===== config.mk =====
export PLATFORM = sky130hd
export DESIGN_NAME = vram_arbiter_flat
export DESIGN_NICKNAME = d
export VERILOG_FILES = /design/src/rtl/vram_arbiter_if.sv /design/src/rtl/vram_arbiter.sv /design/src/flat_wrapper.sv
export SDC_FILE = /design/constraint.sdc
export NUM_CORES = 1
export LEC_CHECK = 0
export BUFFER_PORTS_ARGS = -buffer_cell sky130_fd_sc_hd__buf_4
export CORE_ASPECT_RATIO = 0.8
export CORE_MARGIN = 2
export CORE_UTILIZATION = 30
export DETAILED_ROUTE_END_ITERATION = 6
export PLACE_DENSITY = 0.53
export SLEW_MARGIN = 20
export SYNTH_ARGS = -nofsm -noshare
export SYNTH_HDL_FRONTEND = slang
export SYNTH_SLANG_ARGS = --single-unit

===== constraint.sdc =====
create_clock -name clk28 -period 2.1 [get_ports clk28]
set_clock_uncertainty 0.15 [all_clocks]
set_input_delay 0.105 -clock clk28 [delete_from_list [all_inputs] [get_ports clk28]]
set_output_delay 0.105 -clock clk28 [all_outputs]
set_load 0.1 [all_outputs]

===== src/rtl/vram_arbiter_if.sv =====
// vram_arbiter_if: requester-side bus of the video SRAM arbiter
interface vram_arbiter_if #(
  parameter int NPORTS = 3,
  parameter int AW = 19
);
  logic [NPORTS-1:0] req;
  logic [NPORTS-1:0] we;
  logic [NPORTS*AW-1:0] addr;
  logic [NPORTS*8-1:0] wdata;
  logic wr_mask;
  logic [NPORTS-1:0] ack;
  logic [NPORTS-1:0] rvalid;
  logic [7:0] rdata;
  modport master (output req, we, addr, wdata, wr_mask, input ack, rvalid, rdata);
  modport slave (input req, we, addr, wdata, wr_mask, output ack, rvalid, rdata);
endinterface


===== src/rtl/vram_arbiter.sv =====
// vram_arbiter: NPORTS-way arbiter driving an asynchronous video SRAM with fixed-length strobes
module vram_arbiter #(
  parameter int NPORTS = 3,
  parameter int AW = 19,
  parameter int STROBE_CYC = 2,
  parameter int P0_BURST = 4
) (
  input  logic clk28,
  input  logic rst,
  vram_arbiter_if.slave bus,
  output logic [AW-1:0] va,
  output logic [7:0] vd_o,
  output logic vd_oe,
  input  logic [7:0] vd_i,
  output logic n_vrd,
  output logic n_vwr
);
  localparam int PW = NPORTS > 1 ? $clog2(NPORTS) : 1;
  localparam int NO = NPORTS > 1 ? NPORTS - 1 : 1;
  localparam int CW = $clog2(STROBE_CYC + 1);
  localparam int BW = $clog2(P0_BURST + 1);
  localparam logic [BW-1:0] P0_MAX = BW'(P0_BURST);
  localparam logic [CW-1:0] SC_LAST = CW'(STROBE_CYC - 1);
  typedef enum logic [1:0] {IDLE, SETUP, STROBE, HOLD} state_t;
  state_t r_state, w_next;
  logic [PW-1:0] r_win, r_rr, w_rr_sel, w_win;
  logic [CW-1:0] r_cnt;
  logic [BW-1:0] r_p0_cnt;
  logic [NPORTS-1:0] r_ack, r_rvalid;
  logic [AW-1:0] r_va;
  logic [7:0] r_vd_o, r_rdata;
  logic r_we, r_mask, r_oe, r_nvrd, r_nvwr;
  logic w_rr_hit, w_g0, w_cap;
  assign bus.ack = r_ack;
  assign bus.rvalid = r_rvalid;
  assign bus.rdata = r_rdata;
  assign va = r_va;
  assign vd_o = r_vd_o;
  assign vd_oe = r_oe;
  assign n_vrd = r_nvrd;
  assign n_vwr = r_nvwr;
  // Round-robin over ports 1..NPORTS-1 starting after r_rr; the lowest offset wins.
  always_comb begin
    w_rr_hit = 1'b0;
    w_rr_sel = r_rr;
    for (int i = NPORTS - 1; i >= 1; i--)
      if (bus.req[(int'(r_rr) + i - 1) % NO + 1]) begin
        w_rr_hit = 1'b1;
        w_rr_sel = PW'((int'(r_rr) + i - 1) % NO + 1);
      end
    w_g0 = bus.req[0] && (r_p0_cnt < P0_MAX || !w_rr_hit);
    w_win = w_g0 ? '0 : w_rr_sel;
    w_cap = (r_state == IDLE || r_state == HOLD) && |bus.req;
    w_next = w_cap ? SETUP :
             r_state == SETUP ? STROBE :
             r_state == STROBE ? (r_cnt == '0 ? HOLD : STROBE) : IDLE;
  end
  always_ff @(posedge clk28 or posedge rst)
    if (rst) r_state <= IDLE;
    else r_state <= w_next;
  // Strobes and drive enable are registered so they are glitch-free and clear asynchronously on reset.
  always_ff @(posedge clk28 or posedge rst)
    if (rst) begin
      r_ack <= '0;
      r_rvalid <= '0;
      r_rdata <= '0;
      r_va <= '0;
      r_vd_o <= '0;
      r_oe <= 1'b0;
      r_nvrd <= 1'b1;
      r_nvwr <= 1'b1;
      r_we <= 1'b0;
      r_mask <= 1'b0;
      r_win <= '0;
      r_cnt <= '0;
      r_p0_cnt <= '0;
      r_rr <= PW'(NPORTS - 1);
    end else begin
      r_ack <= w_cap ? NPORTS'(1) << w_win : '0;
      r_rvalid <= (r_state == STROBE && r_cnt == '0 && !r_we) ? NPORTS'(1) << r_win : '0;
      if (w_cap) begin
        r_va <= bus.addr[w_win * AW +: AW];
        r_vd_o <= bus.wdata[w_win * 8 +: 8];
        r_we <= bus.we[w_win];
        r_mask <= bus.wr_mask;
        r_win <= w_win;
      end
      if (r_state == SETUP) r_cnt <= SC_LAST;
      else if (r_state == STROBE && r_cnt != '0) r_cnt <= r_cnt - 1'b1;
      if (r_state == STROBE && r_cnt == '0 && !r_we) r_rdata <= vd_i;
      r_nvrd <= !(w_next == STROBE && !r_we);
      r_nvwr <= !(w_next == STROBE && r_we && !r_mask);
      r_oe <= w_next == IDLE ? 1'b0 : w_cap ? bus.we[w_win] : r_we;
      if (!w_rr_hit) r_p0_cnt <= '0;
      else if (w_cap && w_g0) r_p0_cnt <= r_p0_cnt == P0_MAX ? r_p0_cnt : r_p0_cnt + 1'b1;
      else if (w_cap) r_p0_cnt <= '0;
      if (w_cap && !w_g0) r_rr <= w_rr_sel;
    end
endmodule


===== src/flat_wrapper.sv =====
// flat-port wrapper written by rule: the top's interface ports become plain ports
module vram_arbiter_flat 
#(
  parameter int NPORTS = 3,
  parameter int AW = 19,
  parameter int STROBE_CYC = 2,
  parameter int P0_BURST = 4
)
  (clk28, rst, va, vd_o, vd_oe, vd_i, n_vrd, n_vwr, bus_req, bus_we, bus_addr, bus_wdata, bus_wr_mask, bus_ack, bus_rvalid, bus_rdata);
  vram_arbiter_if #(.NPORTS(NPORTS), .AW(AW)) bus_i ();
  input  logic clk28;
  input  logic rst;
  output logic [AW-1:0] va;
  output logic [7:0] vd_o;
  output logic vd_oe;
  input  logic [7:0] vd_i;
  output logic n_vrd;
  output logic n_vwr;
  input wire logic [$bits(bus_i.req)-1:0] bus_req;
  input wire logic [$bits(bus_i.we)-1:0] bus_we;
  input wire logic [$bits(bus_i.addr)-1:0] bus_addr;
  input wire logic [$bits(bus_i.wdata)-1:0] bus_wdata;
  input wire logic [$bits(bus_i.wr_mask)-1:0] bus_wr_mask;
  output wire logic [$bits(bus_i.ack)-1:0] bus_ack;
  output wire logic [$bits(bus_i.rvalid)-1:0] bus_rvalid;
  output wire logic [$bits(bus_i.rdata)-1:0] bus_rdata;
  assign bus_i.req = bus_req;
  assign bus_i.we = bus_we;
  assign bus_i.addr = bus_addr;
  assign bus_i.wdata = bus_wdata;
  assign bus_i.wr_mask = bus_wr_mask;
  assign bus_ack = bus_i.ack;
  assign bus_rvalid = bus_i.rvalid;
  assign bus_rdata = bus_i.rdata;
  vram_arbiter #(.NPORTS(NPORTS), .AW(AW), .STROBE_CYC(STROBE_CYC), .P0_BURST(P0_BURST)) u_core (.clk28(clk28), .rst(rst), .bus(bus_i), .va(va), .vd_o(vd_o), .vd_oe(vd_oe), .vd_i(vd_i), .n_vrd(n_vrd), .n_vwr(n_vwr));
endmodule

==> reports/metrics.csv <==
metric,value,unit
synth_edf_count,0,
multi_input_area,0.00112,mm2
arrival,2.03,ns
tightestPinTransition,0.740,ns
p_per_area,1720,mW/mm2
slew_violations,0,
die_w,110,um
irDropWorstVdd,1.06,mV
synth_area,0.00267,mm2
required,2.17,ns
htreeDepth,3,
synth_cells,222,
max_freq,0.510,GHz
drc,0,
p_leak,0.00238,uW
wl_per_cell,16.3,um
p_comb_share,65.6,%
synth-seq-cells,57,
cp-end-kind,flip-flop,
synth_seq_area_share,53.5,%
hold_class,input pin to flip-flop,
ctsRootBufferMaster,clkbuf_8,
fillCellCount,706,
core,0.00856,mm2
grt_max_degree,58,
area_growth_syn_to_layout,89.4,%
crit_path_max_fanout,32,
worstPathCellList,dlygate4sd3_1 > buf_4 > o31ai_4 > buf_12 > mux2_1,
grt_pass1_vias,2928,
cp_slowest_cell,o31ai_4,
hold_violations,0,
yosys_warnings,0,
rsz0062_at_grt,false,
cts_tree,yes,
die_area,0.00969,mm2
cts_buffers,9,
final_cell_area,0.00506,mm2
cap_violations,0,
path_class,input pin to flip-flop,
sw_frac_of_total,56.0,%
port_buffers,141,
slowest_delay,0.61,ns
gp_congestion,0.799,
cts_buffer_depth,2,
hold_depth,3,
clockPowerShare,12.1,%
avgSynthCellArea,12.0,um2
antenna_cells,0,
synthArstFlopShare,100,%
setup_viol,0,
synth_ff_type,dfrtp_1,
r2r_slack,0.14,ns
vias,2803,
wirelength,9.46,mm
initial_utilization,31.2,%
clkTransAtPathRegs,0.06,ns
rows,30,
power.switching,4880,uW
drt-pass1-iter-count,5,
seqCellArea,0.00143,mm2
grt_pass1_wl,14.8,mm
synth_cell_types,45,
first_iter_violations,123,
grt_remaining_overflow,0,
drive_gt1_share,41.3,%
place_hpwl,5.95,mm
placed_area,0.00391,mm2
postRouteAntennaNets,0,
cts_sinks,57,
rr_worst_depth,6,
fin_crit,1.96,ns
setup_tns,0,ns
insertion_delay,0.34,ns
status,finished clean,
syn_nets,325,
post_cts_buffers,0,
relSlewSlack,50.7,%
antenna_found_initial,0,
die_h,88.4,um
crit_path_start_kind,input pin,
finalCritPeriodShare,93.4,%
num-nets-final,568,
vias_per_cell,4.82,
grt_util_all_layers,20.4,%
pwr-share-seq,22.2,%
p_int,3830,uW
pin_count,142,
-- metrics by stage --
step	power (uW)	hold WS (ns)	util, %	worst slack (ns)	std cells
2_1_floorplan	6200	0.0853	-	0.298	222
3_3_place_gp	7470	0.0443	45.7	0.165	471
3_5_place_dp	7520	0.0481	45.7	0.0993	471
4_1_cts	8740	0.00921	59.1	0.0786	582
5_1_grt	9150	0.0215	59.2	0.00818	582
6_report	8710	0.0238	59.2	0.139	582
-- registers in the layout (all words and copies together) (netlist names), 3 cells and up --
name               count
u_core.bus.rvalid      3
u_core.vd_o            8
u_core.bus.ack         3
u_core.va             19
u_core.r_p0_cnt        3
u_core.bus.rdata       8
-- cells by family (layout without fill, tap and decap cells) --
logic type               count (synthesis)  after routing  share of synthesized area, %
AO/OA/AOI/OAI                           96             96                          28.2
flip-flops                              57             57                          53.5
AND/OR/NAND/NOR                         27             27                          6.27
buffers and inverters                   26            274                          5.24
multiplexers                            10             10                          4.16
adder cells (fa/ha/maj)                  5              5                          2.34
XOR/XNOR                                 1              1                         0.328
-- layout by cell type (no fill, tap or decap), types with 2 or more instances in the layout --
master,instances
a21o_1,2
a21oi_1,2
a221o_1,6
a22o_1,6
a22oi_1,40
a22oi_2,5
buf_12,3
buf_4,147
clkbuf_1,2
clkbuf_8,11
clkinv_2,2
dfrtp_1,54
dfstp_2,3
dlygate4sd3_1,95
ha_1,5
inv_1,9
inv_2,3
mux2_2,8
nand2_1,4
nand2b_1,3
nand3_1,3
nor2_1,4
nor2b_1,2
nor3b_1,2
o21ai_0,3
o21ai_1,21
o31ai_1,2
-- metal layers --
layer  track usage [%]  share of wire, %  vias up
li1                  -                 -     1333
met1              24.8                41     1347
met2              33.5                50      104
met3              7.29               6.6       19
met4              7.59               2.2        0
met5                 0                 0        -
-- critical path, delay by kind of cell --
family,cells,cell delay (ns)
AO/OA/AOI/OAI,1,0.61
buffers and inverters,3,0.98
multiplexers,1,0.33
-- path summary, 6_finish.rpt --
check / startpoint / to
setup / recovery: bus_req[1] / u_core.r_mask$_DFFE_PP0P_
hold / removal: bus_req[0] / u_core.r_rr[1]$_DFFE_PP1P_
setup reg to reg: u_core.r_state[0]$_DFF_PP0_ / u_core.va[16]$_DFFE_PP0P_
hold reg to reg: u_core.r_win[0]$_DFFE_PP0P_ / u_core.bus.rvalid[2]$_DFF_PP0_
max in group asynchronous: rst / u_core.r_rr[1]$_DFFE_PP1P_
min in group asynchronous: rst / u_core.bus.rdata[2]$_DFFE_PP0P_
-- synthesized netlist by cell type (3+ instances only) --
master    number  share of area (%)
buf_2          7                1.3
buf_6          4                1.7
inv_1         10                1.4
dfrtp_1       54                 51
nand2b_1       3               0.70
a22oi_1       40                 11
nand2_1        4               0.56
mux2_2         8                3.4
a22o_1         6                2.0
dfstp_2        3                2.9
nand3_1        3               0.56
ha_1           5                2.3
o21ai_0        3               0.56
a22oi_2        5                2.3
o21ai_1       21                3.9
nor2_1         4               0.56
a221o_1        6                2.2
-- area by class of cell --
class / count / share of cell area [%]
flip-flops and latches: 57 / 28.2
clock buffers: 13 / 3.14
clock inverters: 3 / 0.791
repair buffers: 246 / 42.0
well taps: 112 / 2.77
inverters: 12 / 0.889
multi-input cells: 139 / 22.2
-- power by group through the flow --
stage / combinational [uW] / sequential, uW / clock [uW]
3_5_place_dp: 5580 / 1940 / 0
3_3_place_gp: 5510 / 1950 / 0
5_1_grt: 6010 / 2000 / 1140
6_report: 5720 / 1940 / 1060
2_1_floorplan: 1570 / 4630 / 0
4_1_cts: 5720 / 1940 / 1080
-- timing repair --
| item | 4_1_cts | 5_1_grt |
|---|---|---|
| hold buffers | 95 | 0 |
| gates resized for setup | 0 | 2 |
| hold endpoints to repair | 97 | 0 |
| endpoints found under the setup margin | 0 | 13 |
Note: power is estimated with default switching activity, not from simulation.
